$ cat config.mk
export PLATFORM = sky130hd
export DESIGN_NAME = imem_load_run_ctrl
export DESIGN_NICKNAME = d
export VERILOG_FILES = /design/src/rtl/mips16_pkg.sv /design/src/rtl/imem_load_run_ctrl_cycle_counter.sv /design/src/rtl/imem_load_run_ctrl.sv
export SDC_FILE = /design/constraint.sdc
export NUM_CORES = 1
export LEC_CHECK = 0
export CORE_MARGIN = 4
export CORE_UTILIZATION = 49
export DETAILED_ROUTE_END_ITERATION = 7
export GPL_ROUTABILITY_DRIVEN = 0
export HOLD_SLACK_MARGIN = 0.03
export PLACE_DENSITY_LB_ADDON = 0.05
export SYNTH_ARGS = -nofsm -noshare
export SYNTH_HDL_FRONTEND = slang
export SYNTH_SLANG_ARGS = --single-unit
$ cat constraint.sdc
create_clock -name clk -period 3.96 [get_ports clk]
set_input_delay 0.792 -clock clk [delete_from_list [all_inputs] [get_ports clk]]
set_output_delay 0.792 -clock clk [all_outputs]
set_load 0.1 [all_outputs]
$ cat src/rtl/mips16_pkg.sv
// Shared constants for the Mips16 bring-up sequencer: state encoding, word width
// and the drain length that matches the five-stage pipeline.
package mips16_pkg;
  localparam int WORD_W           = 16;
  localparam int DRAIN_CYCLES_DEF = 5;

  typedef enum logic [2:0] {
    S_IDLE  = 3'd0,
    S_LOAD  = 3'd1,
    S_PCRST = 3'd2,
    S_ARMED = 3'd3,
    S_RUN   = 3'd4,
    S_DRAIN = 3'd5
  } state_t;
endpackage

$ cat src/rtl/imem_load_run_ctrl_cycle_counter.sv
// Loadable down-counter; stops at zero and flags terminal count while at zero.
module cycle_counter #(
  parameter int W = 16
) (
  input  logic         clk,
  input  logic         reset,
  input  logic         load,
  input  logic [W-1:0] load_val,
  input  logic         dec,
  output logic [W-1:0] count,
  output logic         tc
);
  always_ff @(posedge clk or negedge reset) begin
    if (!reset)                 count <= '0;
    else if (load)              count <= load_val;
    else if (dec && count != '0) count <= count - W'(1);
  end

  assign tc = (count == '0);
endmodule

$ cat src/rtl/imem_load_run_ctrl.sv
// Bring-up sequencer for the Mips16 core: streams words into IM, pulses pc_reset,
// holds rd_en for a programmed length, then drains the pipeline.
module imem_load_run_ctrl
  import mips16_pkg::*;
#(
  parameter int IMEM_DEPTH   = 256,
  parameter int CNT_W        = 9,
  parameter int DRAIN_CYCLES = DRAIN_CYCLES_DEF
) (
  input  logic              clk,
  input  logic              reset,
  input  logic              load_start,
  input  logic [WORD_W-1:0] host_data,
  input  logic              host_valid,
  input  logic              host_last,
  output logic              host_ready,
  input  logic              run_start,
  input  logic [15:0]       run_len,
  input  logic              run_stop,
  input  logic              abort,
  output logic [WORD_W-1:0] din,
  output logic              wen,
  output logic              pc_reset,
  output logic              rd_en,
  output logic              busy,
  output logic              done,
  output logic              overflow,
  output logic [CNT_W-1:0]  words_loaded,
  output logic [2:0]        state
);
  localparam logic [CNT_W-1:0] DEPTH_C = CNT_W'(IMEM_DEPTH);
  localparam int DRAIN_W = (DRAIN_CYCLES > 1) ? $clog2(DRAIN_CYCLES) : 1;

  state_t st, st_nxt;
  logic accept, at_limit, go_load, go_run, run_exit, run_inf;
  logic [15:0]        run_cnt;
  logic               run_tc;
  logic [DRAIN_W-1:0] drain_cnt;
  logic               drain_tc;

  // abort blocks the handshake so an aborted word is never half-consumed
  assign host_ready = (st == S_LOAD) && (words_loaded < DEPTH_C) && !abort;
  assign accept     = host_valid && host_ready;
  assign at_limit   = (words_loaded == DEPTH_C - CNT_W'(1));
  assign go_load    = load_start && (st == S_IDLE || st == S_ARMED) && !abort;
  assign go_run     = run_start && !load_start && (st == S_ARMED) && !abort;
  assign run_exit   = (st == S_RUN) && (run_stop || (!run_inf && run_tc));

  always_ff @(posedge clk or negedge reset) begin
    if (!reset) st <= S_IDLE;
    else        st <= st_nxt;
  end

  always_comb begin
    st_nxt = st;
    case (st)
      S_IDLE:  if (load_start) st_nxt = S_LOAD;
      S_LOAD:  if (accept && (host_last || at_limit)) st_nxt = S_PCRST;
      S_PCRST: st_nxt = S_ARMED;
      S_ARMED: begin
        if (load_start)     st_nxt = S_LOAD;
        else if (run_start) st_nxt = S_RUN;
      end
      S_RUN:   if (run_exit) st_nxt = S_DRAIN;
      S_DRAIN: if (drain_tc) st_nxt = S_IDLE;
      default: st_nxt = S_IDLE;
    endcase
    if (abort) st_nxt = S_IDLE;
  end

  always_ff @(posedge clk or negedge reset) begin
    if (!reset) begin
      din          <= '0;
      wen          <= 1'b0;
      words_loaded <= '0;
      overflow     <= 1'b0;
      run_inf      <= 1'b0;
    end else begin
      wen <= accept;
      if (accept) din <= host_data;
      if (go_load) begin
        words_loaded <= '0;
        overflow     <= 1'b0;
      end else if (accept) begin
        words_loaded <= words_loaded + CNT_W'(1);
        if (at_limit && !host_last) overflow <= 1'b1;
      end
      if (go_run) run_inf <= (run_len == 16'd0);
    end
  end

  // Loaded with len-1 so terminal count lands on the last rd_en cycle;
  // a zero length never loads, so the counter cannot wrap.
  cycle_counter #(.W(16)) u_run_cnt (
    .clk      (clk),
    .reset    (reset),
    .load     (go_run && run_len != 16'd0),
    .load_val (run_len - 16'd1),
    .dec      (st == S_RUN),
    .count    (run_cnt),
    .tc       (run_tc)
  );

  cycle_counter #(.W(DRAIN_W)) u_drain_cnt (
    .clk      (clk),
    .reset    (reset),
    .load     (run_exit),
    .load_val (DRAIN_W'(DRAIN_CYCLES - 1)),
    .dec      (st == S_DRAIN),
    .count    (drain_cnt),
    .tc       (drain_tc)
  );

  assign pc_reset = (st == S_PCRST);
  assign rd_en    = (st == S_RUN);
  assign busy     = (st != S_IDLE);
  assign done     = (st == S_DRAIN) && drain_tc && !abort;
  assign state    = st;
endmodule

==> results list <==
- In the synthesized netlist, the cells that appear most often are 69 x nand2_1, 50 x dfrtp_1, 37 x nor2_1, 19 x nor3_1, 16 x a21oi_1.
- During I/O placement, the number of pins put on the boundary was 75.
* Critical Path AT: 3.97 ns
* DRC: 0
- After floorplanning, the core was sized to cover 0.00561 mm2.
- Input and output buffers added on the ports amount to 74.
- The die is 84.8 um wide.
- Transition time of the tightest slew-check pin: 0.983 ns
- Using the TritonRoute via totals, the vias-per-cell ratio works out to 5.52.
- Area share of the leading cell type in the synthesized netlist: 43.3%
* Class of the tightest hold or removal check: register to register
- Achievable frequency: 0.268 GHz
* Grt total ovfl: 0
- Relative to the synthesized area, the layout overhead comes to 41.8%.
* Combinational fraction of design power: 54.4%
- A synthesized cell averages 8.60 um2.
- Final core area utilization: 73.1%
- During synthesis, Yosys emitted a total of 0 warnings.
- The most used flip-flop cell after synthesis is dfrtp_1.
* HPWL after detailed placement: 5.68 mm
- The worst hold path was traced through 2 stages.
- Quantity of gates resized following cts: 0
- Post-Syn Nets: 381
- The worst hold path begins at din[9].
- For this design, the CTS-stage hold fixing added 0 buffers.
- The flow ran to the end, and the final reports show no timing, DRC or antenna violations.
- The number of antenna violations at the first check in global routing was 0.
* CTS H-tree lvls: 2
* Leakage Power: 0.00175 uW
- For the final database, setup skew stands at 0.00738 ns.
- The signal on the critical path passes through clkdlybuf4s50_1 -> nor4_4 -> and3_1 -> a21o_1 -> mux2i_1 -> ha_2 -> inv_1 -> or4_4 -> nor3_2 -> a221oi_1 -> nor3_1 -> mux2_1 -> a21oi_1.
* Cell internal power dissipation: 1230 uW
* #FFs+latches synth: 50
- Worst Hold Endpoint: din[9]
- The largest single stage delay on the critical path is 0.55 ns.
- The final count of hold timing violations was 0.
* Final period demand of the worst path: 3.73 ns
- Residual antenna-violating net count after detailed routing: 0
* Relative max-transition margin: 34.2%
- Clock Latency Late Sink: 0.31 ns
* Clock root buffer: clkbuf_8
* Share of power burned in the clock network: 14.4%
- Worst Hold Slack: 0.477 ns
* Sequential cell fraction of total power: 31.2%
- In this run switching power makes up 51.5% of total power.
- The final route contains 2825 vias.
- Summing all flip-flop and latch instances after layout gives 0.00125 mm2.
- Total Nets Final: 484
- Yosys mapped a number of flops with a built-in enable equal to 0.
- The share of the Yosys chip area taken by registers is 43.3%.
- The first routing iteration left 96 violations.
- Row cnt: 27
- TritonCTS built the clock tree.
- Pwr dens: 619 mW/mm2
* Syn Std Cell Area: 0.00289 mm2
- Once the floorplan was initialized, standard cells occupied 51.5% of the core.
- After detailed routing, the average wire length per cell comes to 14.6 um.
* Required time reported for the critical path endpoint: 4.20 ns
* Type of the setup path with the least slack: input pin to register
- The worst register-to-register path has a setup slack of 0.84 ns.
- R2r startpoint: state[0]
- Setup violations remaining at the end of the flow were counted as 0.
- Number of library cell types mapped by synthesis: 55
- Number of global-route vias before repair: 2796
- Type of origin of the critical path: input pin
- In the global route stage, overall resource usage came out at 21.8%.
- CTS saw 50 sinks.
- The multi-input combinational cells in the finished layout cover a total of 0.00162 mm2.
- Of the available clock period, the critical path in the final layout requires 94.1%.
- After clock tree synthesis, the clock-pin slew on the worst setup and hold paths is 0.09 ns.
* Switching power summed over all nets: 1310 uW
* Number of violations of the max-capacitance limit: 0
- The worst register-to-register path has a depth of 12.
- Type of destination of the critical path: register
* Total routed wirelength: 7.45 mm
- Clock buffer count from CTS: 5
- Synthesis produced 336 cells.
- After clock tree synthesis, the setup repair step added 0 buffers.
* Number of buffers between clock root and the deepest sink: 2
- Share of post-route cells with drive strength above 1: 15.9%
* Cell with the most instances after synthesis: nand2_1
- The biggest area contributor in the post-synthesis netlist is dfrtp_1.
- The max-slew violation count was 0.
* Maximum fanout along the worst path: 3
- In the post-synthesis netlist, the biggest area contributors are dfrtp_1 43%, nand2_1 9.0%, nor2_1 4.8%.
- Die H: 84.8 um
* Crit path max-delay cell type: or4_4
- Length of the first detailed-routing pass in iterations: 4
* Maximum vdd drop: 0.000519 V
* Async set-reset flop share out of synthesis: 100%
- 0 antenna diodes ended up in the layout.
* Die Footprint: 0.00719 mm2
* Largest net degree at the start of global routing: 31
* Endpoint of the worst register-to-register path: u_run_cnt.count[14]
* Fillers: 440
* First-pass GRT wire length: 12.7 mm
cell type report:
type | instances | share of cell area, %
clock buffer | 5 | 1.68
sequential | 50 | 30.6
multi-input combinational | 264 | 39.5
inverter | 10 | 0.916
timing repair buffer | 108 | 24.1
clock inverter | 3 | 1.07
tap | 72 | 2.20
per-layer routing:
| layer | share of wire, % | global-route usage, % |
|---|---|---|
| met5 | 0 | 0 |
| met2 | 49 | 37.6 |
| met3 | 6.5 | 4.81 |
| met4 | 1.3 | 6.47 |
| met1 | 43 | 27.3 |
state kept, by name, summed over array words and instances (netlist names):
| register | flops |
|---|---|
| din | 16 |
| u_run_cnt.count | 16 |
| words_loaded | 9 |
| state | 3 |
| u_drain_cnt.count | 3 |
| overflow | 1 |
| run_inf | 1 |
| wen | 1 |
logic make-up (layout without fill, tap and decap cells):
group | count (synthesis) | in the layout | share of synthesized area [%]
DFF | 50 | 50 | 43.3
and+or+nand+nor | 170 | 170 | 27.8
AOI/OAI and AO/OA | 56 | 56 | 12.8
xor gates and xnor gates | 22 | 22 | 6.67
adders and majority gates | 5 | 5 | 2.17
buffers and inverters | 22 | 126 | 3.29
muxes | 11 | 11 | 3.94
how the worst max path moves through the flow:
stage	from	end	slack, ns	cells past startpoint
6_report	run_len[13]	u_run_cnt.count[14]	0.23	13
5_1_grt	run_len[1]	u_run_cnt.count[14]	-0.03	13
4_1_cts	run_len[11]	u_run_cnt.count[12]	0.02	13
3_5_place_dp	run_len[11]	u_run_cnt.count[12]	-0.31	13
3_3_place_gp	run_len[11]	u_run_cnt.count[12]	-0.19	13
2_1_floorplan	run_len[5]	u_run_cnt.count[12]	0.0008	15
metrics by stage:
step                      total power (uW)  std cells  setup slack [ns]  TNS (ns)  cell area (um2)
after floorplan                       1800        336          0.000786         0             2930
after global placement                2150        504            -0.191    -0.469             3950
after detailed placement              2190        504            -0.306    -0.819             3950
after CTS                             2550        512            0.0212         0             4060
after global routing                  2670        512           -0.0308   -0.0308             4100
final                                 2540        512             0.233         0             4100
critical path: cells and delay by family:
| family | cells | cell delay (ns) |
|---|---|---|
| compound gates | 3 | 0.44 |
| fa+ha+maj | 1 | 0.20 |
| buf+inv | 2 | 0.50 |
| mux | 2 | 0.56 |
| simple gates | 5 | 1.46 |
layout by cell type, fill, tap and decap left out, types with 3 or more instances in the layout:
master / n
nand4_1: 6
and3_1: 6
nor2_1: 37
clkdlybuf4s50_1: 69
nor3_1: 17
dfrtp_1: 47
nor4_4: 3
inv_1: 10
a211oi_1: 6
xor2_1: 9
a21oi_1: 16
o22ai_1: 4
xnor2_1: 13
buf_4: 37
clkbuf_8: 5
mux2i_1: 8
nand2b_1: 3
ha_1: 4
or3_1: 4
nand2_1: 69
dfrtp_2: 3
o21ai_0: 11
nor4_1: 4
power groups by stage:
| stage | logic, uW | clock network, uW | registers, uW |
|---|---|---|---|
| floorplan | 350 | 0 | 1450 |
| global placement | 1360 | 0 | 793 |
| detailed placement | 1390 | 0 | 800 |
| CTS | 1390 | 372 | 790 |
| global route | 1450 | 398 | 817 |
| finish | 1380 | 364 | 792 |
Power figures use the tool's default switching activity.
